### src/rtl/bellman_ford.sv
// bellman_ford: virtual-source Bellman-Ford relaxation over a dense adjacency matrix.
// Define BF_EARLY_EXIT_EN to stop as soon as a full pass makes no update.
module bellman_ford #(
    parameter int NODES        = 32,
    parameter int WEIGHT_WIDTH = 15,
    parameter int PRED_WIDTH   = 4,
    parameter int VERT_WIDTH   = 21
) (
    input  logic                  clk,
    input  logic                  bellman_reset,
    input  logic [VERT_WIDTH:0]   vertmat_q_a,
    input  logic [VERT_WIDTH:0]   vertmat_q_b,
    input  logic [WEIGHT_WIDTH:0] adjmat_q,
    output logic [PRED_WIDTH:0]   vertmat_addr_a,
    output logic [PRED_WIDTH:0]   vertmat_addr_b,
    output logic [VERT_WIDTH:0]   vertmat_data_b,
    output logic                  vertmat_we_b,
    output logic [PRED_WIDTH:0]   adjmat_row_addr,
    output logic [PRED_WIDTH:0]   adjmat_col_addr,
    output logic                  relax_overflow,
    output logic                  cycle_reset,
    output logic                  bellman_done
);
    localparam int PF = VERT_WIDTH - WEIGHT_WIDTH - 1;
    localparam int IW = PRED_WIDTH + 1;
    localparam logic [PRED_WIDTH:0] LAST_IDX  = IW'(NODES - 1);
    localparam logic [PRED_WIDTH:0] LAST_PASS = IW'((NODES > 1) ? NODES - 2 : 0);

    typedef enum logic [2:0] {INIT, READ, RELAX, NEXT, DONE} state_t;

    state_t              state_reg;
    logic [PRED_WIDTH:0] i_reg, j_reg, n_reg, pass_reg;
    logic                pass_updated_reg;
    logic                relax_overflow_reg, cycle_reset_reg, bellman_done_reg;

    function automatic logic [VERT_WIDTH:0] pack_vert(input logic [PRED_WIDTH:0] pred,
                                                      input logic [WEIGHT_WIDTH:0] weight);
        return {1'b0, PF'(pred), weight};
    endfunction

    // Relaxation datapath: one guard bit so the candidate sum can never wrap.
    logic signed [WEIGHT_WIDTH+1:0] e_x, svw_x, dvw_x, sum;
    logic                           do_update, sum_fits, last_pass;
    logic                           unused_bits;

    assign e_x   = {adjmat_q[WEIGHT_WIDTH], adjmat_q};
    assign svw_x = {vertmat_q_a[WEIGHT_WIDTH], vertmat_q_a[WEIGHT_WIDTH:0]};
    assign dvw_x = {vertmat_q_b[WEIGHT_WIDTH], vertmat_q_b[WEIGHT_WIDTH:0]};
    assign sum   = svw_x + e_x;
    assign sum_fits  = (sum[WEIGHT_WIDTH+1] == sum[WEIGHT_WIDTH]);
    assign do_update = (state_reg == RELAX) && (adjmat_q != '0) && (i_reg != j_reg) && (sum < dvw_x);
    assign unused_bits = ^{vertmat_q_a[VERT_WIDTH:WEIGHT_WIDTH+1], vertmat_q_b[VERT_WIDTH:WEIGHT_WIDTH+1]};

`ifdef BF_EARLY_EXIT_EN
    assign last_pass = (pass_reg == LAST_PASS) || !pass_updated_reg;
`else
    assign last_pass = (pass_reg == LAST_PASS);
`endif

    // Memory-side signals follow the current state so a RELAX write commits at the
    // end of the same cycle the read data arrives; reset gates them off at once.
    always_comb begin
        vertmat_addr_a  = '0;
        vertmat_addr_b  = '0;
        vertmat_data_b  = '0;
        vertmat_we_b    = 1'b0;
        adjmat_row_addr = '0;
        adjmat_col_addr = '0;
        if (!bellman_reset) begin
            unique case (state_reg)
                INIT: begin
                    vertmat_addr_b = n_reg;
                    vertmat_data_b = pack_vert(n_reg, '0);
                    vertmat_we_b   = 1'b1;
                end
                READ, RELAX, NEXT: begin
                    vertmat_addr_a  = i_reg;
                    vertmat_addr_b  = j_reg;
                    adjmat_row_addr = i_reg;
                    adjmat_col_addr = j_reg;
                    if (do_update && sum_fits) begin
                        vertmat_data_b = pack_vert(i_reg, sum[WEIGHT_WIDTH:0]);
                        vertmat_we_b   = 1'b1;
                    end
                end
                default: ;
            endcase
        end
    end

    always_ff @(posedge clk) begin
        if (bellman_reset) begin
            state_reg          <= INIT;
            i_reg              <= '0;
            j_reg              <= '0;
            n_reg              <= '0;
            pass_reg           <= '0;
            pass_updated_reg   <= 1'b0;
            relax_overflow_reg <= 1'b0;
            cycle_reset_reg    <= 1'b0;
            bellman_done_reg   <= 1'b0;
        end else begin
            cycle_reset_reg <= 1'b0;
            case (state_reg)
                INIT: begin
                    n_reg <= n_reg + 1'b1;
                    if (n_reg == LAST_IDX) begin
                        n_reg <= '0;
                        if (NODES == 1) begin
                            state_reg        <= DONE;
                            cycle_reset_reg  <= 1'b1;
                            bellman_done_reg <= 1'b1;
                        end else begin
                            state_reg <= READ;
                        end
                    end
                end
                READ: state_reg <= RELAX;
                RELAX: begin
                    if (do_update) begin
                        if (sum_fits) pass_updated_reg   <= 1'b1;
                        else          relax_overflow_reg <= 1'b1;
                    end
                    state_reg <= NEXT;
                end
                NEXT: begin
                    state_reg <= READ;
                    if (j_reg == LAST_IDX) begin
                        j_reg <= '0;
                        if (i_reg == LAST_IDX) begin
                            i_reg <= '0;
                            if (last_pass) begin
                                state_reg        <= DONE;
                                cycle_reset_reg  <= 1'b1;
                                bellman_done_reg <= 1'b1;
                            end else begin
                                pass_reg         <= pass_reg + 1'b1;
                                pass_updated_reg <= 1'b0;
                            end
                        end else begin
                            i_reg <= i_reg + 1'b1;
                        end
                    end else begin
                        j_reg <= j_reg + 1'b1;
                    end
                end
                DONE: ;
                default: state_reg <= INIT;
            endcase
        end
    end

    assign relax_overflow = relax_overflow_reg;
    assign cycle_reset    = cycle_reset_reg;
    assign bellman_done   = bellman_done_reg;
endmodule

### config.mk
export PLATFORM = sky130hd
export DESIGN_NAME = bellman_ford
export DESIGN_NICKNAME = d
export VERILOG_FILES = /design/src/rtl/bellman_ford.sv
export SDC_FILE = /design/constraint.sdc
export NUM_CORES = 1
export LEC_CHECK = 0
export CAP_MARGIN = 30
export CORE_MARGIN = 2
export CORE_UTILIZATION = 46
export DETAILED_ROUTE_END_ITERATION = 6
export HOLD_SLACK_MARGIN = 0.05
export PLACE_DENSITY = 0.83
export REMOVE_ABC_BUFFERS = 1
export SYNTH_ARGS = -nofsm -noshare
export SYNTH_HDL_FRONTEND = slang
export SYNTH_SLANG_ARGS = --single-unit
### constraint.sdc
create_clock -name clk -period 6.33 [get_ports clk]
set_input_delay 1.266 -clock clk [delete_from_list [all_inputs] [get_ports clk]]
set_output_delay 1.266 -clock clk [all_outputs]
set_load 0.05 [all_outputs]
**Yosys cells after proc, flatten, opt, wreduce, memory -nomap -nowiden**

Index checks and enable logic that the tools add are counted.

- Magnitude comparators: 1
- Add/subtract/negate cells: 5
- Equal/unequal tests: 11
- Multiplexer cells: 21
- Bitwise gates (word level): 6
- Reductions and logical operators: 13

Operator list:

| cell | number |
|---|---|
| 2-to-1 mux 21 bit | 2 |
| one-hot mux 21 bit (2 select lines) | 1 |
| 2-to-1 mux 5 bit | 8 |
| adder 5 x 1 -> 5 bit, second input constant | 4 |
| == test 5 bit, second input constant | 4 |
| adder 16 x 16 -> 17 bit | 1 |
| < comparator 17 x 16 -> 1 bit | 1 |
| nonzero test 16 bit | 1 |
| one-hot mux 3 bit (5 select lines) | 1 |
| 2-to-1 mux 3 bit | 4 |
| one-hot mux 5 bit (2 select lines) | 1 |
| AND reduction 4 bit | 2 |
| == test 3 x 2 -> 1 bit, second input constant | 2 |
| inverter 1 bit | 6 |
| != test 5 bit | 1 |
| logical AND 1 bit | 4 |
| AND reduction 2 bit | 2 |
| OR reduction 4 bit | 1 |
| == test 3 x 1 -> 1 bit, second input constant | 1 |
| == test 3 bit, second input constant | 1 |
| zero test 3 bit | 1 |
| 2-to-1 mux 1 bit | 3 |
| AND reduction 3 bit | 1 |
| OR reduction 3 bit | 1 |
| 3 further kinds | 3 |

- Bits of input ports: 62
- Register bits after elaboration: 26

**Depth between registers and ports, before layout**

Gate-level depths: netlist of the first run.

- Depth after elaboration: 8
- Mapped depth: 19

**Worst setup path before layout of the first run**

Ideal clock, no wire load.

- Path kind: input-to-output
- Start point: in vertmat_q_a[0]
- End point: out vertmat_data_b[2]
- Cell stages on the path: 18
- Path buffers: 1
- Arrival: 5.367 ns
- Data required time: 5.064 ns
- Path slack: -0.303 ns
- Cells stage by stage: ha_1 inv_1 fa_1 nand2b_1 a21oi_2 nor2_1 o21ai_0 xnor2_1 inv_1 ha_1 a21oi_1 o21ai_1 a2111oi_2 a21oi_1 o31ai_2 nand4_2 buf_6 nor3_1

- Word-level cells in the longest chain between the ends: 7
- Elaborated cells on any way between the ends: 8
- Those cells by class: 1 x add/sub; 1 x order compare; 1 x eq/ne; 3 x mux; 2 x reduce/logical

Ends and longest elaborated chain:

| item | RTL line | source |
|---|---|---|
| start: declaration | 11 | `input logic [VERT_WIDTH:0] vertmat_q_a,` |
| adder 16 x 16 -> 17 bit * | 49 | `assign sum = svw_x + e_x;` |
| < comparator 17 x 16 -> 1 bit | 51 | `assign do_update = (state_reg == RELAX) && (adjmat_q != '0) && (i_reg != j_reg) && (sum < dvw_x);` |
| logical AND 1 bit | 51 |  |
| logical AND 1 bit | 81 | `if (do_update && sum_fits) begin` |
| 2-to-1 mux 21 bit * | 81 |  |
| one-hot mux 21 bit (2 select lines) * | 70 | `unique case (state_reg)` |
| 2-to-1 mux 21 bit * | 69 | `if (!bellman_reset) begin` |
| end: declaration | 16 | `output logic [VERT_WIDTH:0] vertmat_data_b,` |

Every way passes the cells marked *; elsewhere a longest branch is shown, timed or not.

**Worst setup path after layout of the first run**

- Start point: in adjmat_q[13]
- End point: out vertmat_data_b[6]

- Word-level cells in the longest chain between the ends: 8
- Elaborated cells on any way between the ends: 11
- Those cells by class: 1 x add/sub; 1 x order compare; 1 x eq/ne; 3 x mux; 5 x reduce/logical

Ends and longest elaborated chain:

| item | RTL line | source |
|---|---|---|
| start: declaration | 13 | `input logic [WEIGHT_WIDTH:0] adjmat_q,` |
| branches (longest 4 deep; another with adder 16 x 16 -> 17 bit) | n/a |  |
| logical AND 1 bit * | 81 |  |
| 2-to-1 mux 21 bit * | 81 |  |
| one-hot mux 21 bit (2 select lines) * | 70 |  |
| 2-to-1 mux 21 bit * | 69 |  |

Every way passes the cells marked *.

==> impl_metrics.yaml, run 1 <==
job:
  cap_viol_max_count: 0
setup_path:
  arrival_ns: 5.57
  timing.rr.end: "pass_reg[4]"
  path_class: "input port to primary output"
  crit_chain: "clkdlybuf4s50_1 -> ha_1 -> o21ai_0 -> a21oi_1 -> nand2b_1 -> o21ai_2 -> xnor2_2 -> inv_1 -> ha_1 -> nand2_2 -> nor2_2 -> o21ai_2 -> a21oi_2 -> o31ai_4 -> nand4_2 -> buf_4 -> buf_6 -> nor3_4 -> buf_4 -> buf_12"
  cp_num_buf_inv: 6
  r2r-start: "j_reg[0]"
  cp_num_cells: 20
  r2r_setup_slack_ns: 3.47
  start_kind: "input port"
  cpMaxStageDelayCell: "ha_1"
  cp_slowest_stage_delay_ns: 0.50
  crit_family: "compound AO/OA/AOI/OAI gates"
  cp_max_fo: 7
  ff2ff_path_depth: 8
  endpoint_kind: "primary output"
  crit_required_ns: 5.06
  crit_start: "adjmat_q[13]"
synthesis:
  synth_top_area_share_pct: 17.8
  ys_warn_count: 0
  seq_area_frac_synth_pct: 17.8
  synthFlopType: "dfxtp_1"
  ys_types: 58
  mappedNetlistArea_um2: 2920
  yosys.area.top_type: "dfxtp_1"
  synth-async-reset-ratio_pct: 0
  synth-seq-cells: 26
  synth_edf_count: 0
  ys_top_cells_by_area: "dfxtp_1 (18%), ha_1 (17%), a21oi_1 (6.9%)"
  syn_inst: 405
  syn_avg_cell_area_um2: 7.20
timing:
  period_share_pct: 108
  fmax_ghz: 0.146
  clock_skew_ns: 0.00315
  slew_headroom_pct: 40.4
  setup_viol: 22
  fin_ws_ns: -0.508
  holdWs_ns: 0.501
  fin_crit_ns: 6.84
  worst_slew_pin_slew_ns: 0.881
  grt_setup_unrepaired: "true"
  final_hold_viol_count: 0
  slew_violations: 0
clocking:
  clkSinkCount: 26
  cts_tree: "built"
  htreeDepth: 1
  cts.clk_slew.worst_paths_ns: 0.10
  root_buffer: "clkbuf_8"
  cts_buffer_depth: 2
  numCtsBuffers: 3
  clk_latency_ns: 0.28
layout:
  area_growth_pct: 87.9
  multi_input_area_um2: 2780
  nNetsFinal: 667
  antenna_cells: 0
  fin_area_um2: 5480
  fill_cells: 284
  layout.cells.non_filler: 640
  utilization_pct: 87.9
  layout-drive-gt1-share_pct: 38.0
  sequential_cell_area_um2: 520
die:
  dieHeight_um: 83.6
  row_count: 29
  coreArea_um2: 6240
  die_w_um: 83.6
  ios: 108
  die_area_um2: 7000
  start_util_pct: 46.8
drt:
  drt_iter0_drc: 295
  routedWlPerCell_um: 24.9
  num_vias: 4154
  drc_errors: 0
  postRouteAntennaNets: 0
  drt_wl_total_um: 16000
  viasPerCell: 6.49
  first_pass_iters: 6
worst_hold_path:
  min_to: "bellman_done"
  holdPathStages: 1
  hold_start: "bellman_done"
  hp-class: "flip-flop to flip-flop"
power_and_ir_drop:
  cellPowerDensity_nw_per_um2: 139
  ir_drop_mv: 0.152
  power_leakage_uw: 0.00244
place:
  portBuffers: 94
  dp_hpwl_um: 7100
  post_dp_cell_area_um2: 4480
  placed_cells: 611
  place_congestion: 0.911
  pre_cts_slack_ns: -0.509
global_route:
  grt.total_usage_pct: 33.8
  grt_max_degree: 25
  grt_overflow_total: 0
  antenna_found_initial: 0
  grt_pass1_vias: 3942
  grt_pass1_wl_um: 19200
run_status:
  violations: "negative setup slack"
  status: "complete, but fails checks"
-- synthesized netlist by cell type (4+ instances only) --
cell type  instances
clkbuf_1           8
inv_1             45
and2_1             5
a211oi_1           4
nor3_1            19
nand4_1            6
o21ai_2            4
xnor2_1           11
a21oi_1           40
nand2_1           45
buf_4              6
xor2_1            11
a31oi_1            5
dfxtp_1           26
nor4_1             4
a21o_1             7
o21ai_0           19
nand2b_1           6
nor2_1            31
nand3_1            8
ha_1              40
-- cell families (layout without fill, tap and decap cells) --
family / Yosys count / in the layout / synth area share (%)
multiplexers: 2 / 2 / 0.686
buffers and inverters: 64 / 222 / 9.61
AO/OA/AOI/OAI: 101 / 101 / 21.7
adder cells (fa/ha/maj): 41 / 41 / 17.8
other: 1 / 1 / 0.129
flip-flops: 26 / 26 / 17.8
AND/OR/NAND/NOR: 148 / 148 / 25.6
XOR/XNOR: 22 / 22 / 6.60
-- per-layer routing --
metal,vias up,track usage (%),routed length [um]
met5,-,0,0
met4,0,18.8,1780
met3,163,6.23,1550
met2,370,62.5,7430
met1,1905,35.6,5200
li1,1716,-,-
-- placed cells by master, fill, tap and decap left out, drive strengths merged, types with 4 or more instances in the layout --
cell type,netlist,routed
clkdlybuf4s50,0,50
nand3,8,8
nand4,7,7
a211oi,4,4
o21ai,26,26
xor2,11,11
dlymetal6s2s,0,5
nor4,5,5
a31oi,5,5
ha,40,40
clkbuf,10,5
xnor2,11,11
nand2,45,45
and2,5,5
a21o,7,7
dfxtp,26,26
inv,45,45
nor3,21,21
buf,9,103
nand2b,6,6
dlygate4sd2,0,11
nor2,32,32
a21oi,42,42
-- stage by stage --
stage          setup TNS (ns)  total power, uW
6_report                -6.03              764
5_1_grt                -13.10              784
4_1_cts                     0              622
3_5_place_dp           -10.02              433
3_3_place_gp            -8.70              421
2_1_floorplan           -8.40              318
-- area by class of cell --
cell class | instances | share of cell area (%)
inverter | 45 | 3.08
clock inverter | 1 | 0.548
multi-input combinational | 315 | 50.7
timing repair buffer | 173 | 33.7
sequential | 26 | 9.49
tap | 77 | 1.76
clock buffer | 3 | 0.753
-- power breakdown --
part | leakage [uW] | switching, uW | internal, uW
sequential | 0.000210 | 3.01 | 165
clock | 0.0000357 | 56.9 | 84.8
combinational | 0.00219 | 247 | 208
total | 0.00244 | 306 | 458
-- what timing repair did --
item / in CTS / in global routing
hold buffers: 0 / 0
gates cloned: 3 / 0
gates resized for setup: 100 / 83
pin swaps: 37 / 22
buffers inserted: 20 / 8
setup endpoints to repair: 22 / 22
-- worst max-delay path by stage --
stage / slack (ns) / endpoint
CTS: 0.002 / vertmat_data_b[10]
global route: -0.81 / vertmat_data_b[6]
detailed placement: -0.51 / vertmat_data_b[14]
finish: -0.51 / vertmat_data_b[6]
global placement: -0.46 / vertmat_data_b[15]
floorplan: -0.58 / vertmat_data_b[16]
Note: power is estimated with default switching activity, not from simulation.
==> inputs of run 2 (changes only) <==
- CAP_MARGIN: 30 -> default
- GPL_ROUTABILITY_DRIVEN: default -> 0
==> impl_metrics.yaml, run 2 (synthesis gave the netlist of run 1 again) <==
timing:
  clock_skew_ns: 0.00107
  slew_violations: 17
  setup_viol: 22
  slew_headroom_pct: -2.90
  period_share_pct: 107
  fin_ws_ns: -0.443
  worst_slew_pin_slew_ns: 1.54
  final_hold_viol_count: 0
  fmax_ghz: 0.148
  fin_crit_ns: 6.77
  holdWs_ns: 0.519
  grt_setup_unrepaired: "true"
power_and_ir_drop:
  ir_drop_mv: 0.192
  finalPower_uw: 807
  clkPwrFrac_pct: 17.4
  pwr-share-seq_pct: 20.8
  power_leakage_uw: 0.00250
  cellPowerDensity_nw_per_um2: 144
  power_frac_comb_pct: 61.8
  internal_power_uw: 481
  p_sw_share_pct: 40.4
  p_sw_uw: 326
global_route:
  grt_max_degree: 25
  grt_pass1_wl_um: 20100
  antenna_found_initial: 1
  grt_pass1_vias: 3971
  grt_overflow_total: 0
  grt.total_usage_pct: 35.6
run_status:
  status: "complete, but fails checks"
  violations: "max-capacitance violations, max-slew violations, negative setup slack"
drt:
  drc_errors: 0
  viasPerCell: 6.60
  routedWlPerCell_um: 26.8
  drt_iter0_drc: 484
  drt_wl_total_um: 17300
  postRouteAntennaNets: 0
  first_pass_iters: 6
  num_vias: 4272
setup_path:
  start_kind: "input port"
  path_class: "input port to primary output"
  ff2ff_path_depth: 8
  timing.rr.end: "pass_reg[3]"
  endpoint_kind: "primary output"
  r2r_setup_slack_ns: 3.51
  r2r-start: "j_reg[0]"
  arrival_ns: 5.51
  crit_required_ns: 5.06
  crit_start: "adjmat_q[12]"
  cp_max_fo: 7
  endpoint: "vertmat_data_b[2]"
place:
  portBuffers: 94
  dp_hpwl_um: 7120
  post_dp_cell_area_um2: 4480
  pre_cts_slack_ns: -0.505
  placed_cells: 611
layout:
  area_growth_pct: 92.2
  final_common_cell: "buf_4"
  nNetsFinal: 673
  layout.cells.non_filler: 647
  layout_common_cells: "buf_4 (72), clkdlybuf4s50_1 (50), inv_1 (41), nand2_1 (39), a21oi_1 (29)"
  fin_area_um2: 5610
  layout-drive-gt1-share_pct: 39.9
die:
  ios: 108
  start_util_pct: 46.8
  dieHeight_um: 83.6
  row_count: 29
  coreArea_um2: 6240
  die_w_um: 83.6
  die_area_um2: 7000
clocking:
  cts_tree: "built"
  clkSinkCount: 26
  cts_buffer_depth: 2
  clk_latency_ns: 0.28
  root_buffer: "clkbuf_8"
  numCtsBuffers: 3
  htreeDepth: 1
  cts.clk_slew.worst_paths_ns: 0.09
worst_hold_path:
  hold_start: "i_reg[4]"
  hp-class: "flip-flop to flip-flop"
job:
  cap_viol_max_count: 1
## run 2: worst min path at each step
| stage | to | slack (ns) | cells past startpoint |
|---|---|---|---|
| 3_3_place_gp | bellman_done | 0.44 | 1 |
| 2_1_floorplan | i_reg[4] | 0.47 | 2 |
| 4_1_cts | bellman_done | 0.48 | 1 |
| 6_report | i_reg[4] | 0.52 | 2 |
| 5_1_grt | i_reg[4] | 0.56 | 2 |
| 3_5_place_dp | bellman_done | 0.46 | 1 |
## run 2: layer usage
metal	track usage, %	share of wire (%)
met5	0	0.25
met4	20.2	11
met3	6.33	13
met2	65.3	44
met1	37.9	32
## run 2: timing repair
item	CTS	global route
setup buffers	21	9
cloned	3	0
hold buffers	0	0
pin swaps	43	44
resized for setup	99	94
endpoints found under the setup margin	22	22
## run 2: worst max-delay path: stages
cell             delay (ns)
clkdlybuf4s50_1        0.46
ha_2                   0.50
a21oi_1                0.16
a21oi_1                0.37
nand2b_1               0.18
o21ai_2                0.31
xnor2_2                0.18
inv_1                  0.08
ha_1                   0.29
nand2_2                0.09
nor2_2                 0.06
o21ai_2                0.08
a21oi_2                0.10
o31ai_4                0.37
nand4_4                0.19
buf_12                 0.22
buf_16                 0.14
nor3_2                 0.15
buf_4                  0.18
buf_12                 0.13
## run 2: power by group through the flow
stage	Clock [uW]	Sequential (uW)	Combinational, uW
3_5_place_dp	0	172	262
5_1_grt	147	169	511
4_1_cts	140	168	352
6_report	140	168	498
2_1_floorplan	0	171	147
3_3_place_gp	0	172	249
## run 2: metrics by stage
| step | TNS [ns] | util, % |
|---|---|---|
| 2_1_floorplan | -8.40 | - |
| 3_3_place_gp | -7.74 | 71.8 |
| 3_5_place_dp | -9.67 | 71.8 |
| 4_1_cts | 0 | 83.7 |
| 5_1_grt | -9.79 | 89.9 |
| 6_report | -7.66 | 89.9 |
## run 2: final cells by class
type / count / area (um^2)
fill: 236 / 633
inverter: 45 / 169
tap: 77 / 96.3
clock buffer: 3 / 41.3
sequential: 26 / 520
clock inverter: 1 / 30.0
multi-input combinational: 315 / 2840
antenna: 1 / 2.50
timing repair buffer: 179 / 1910
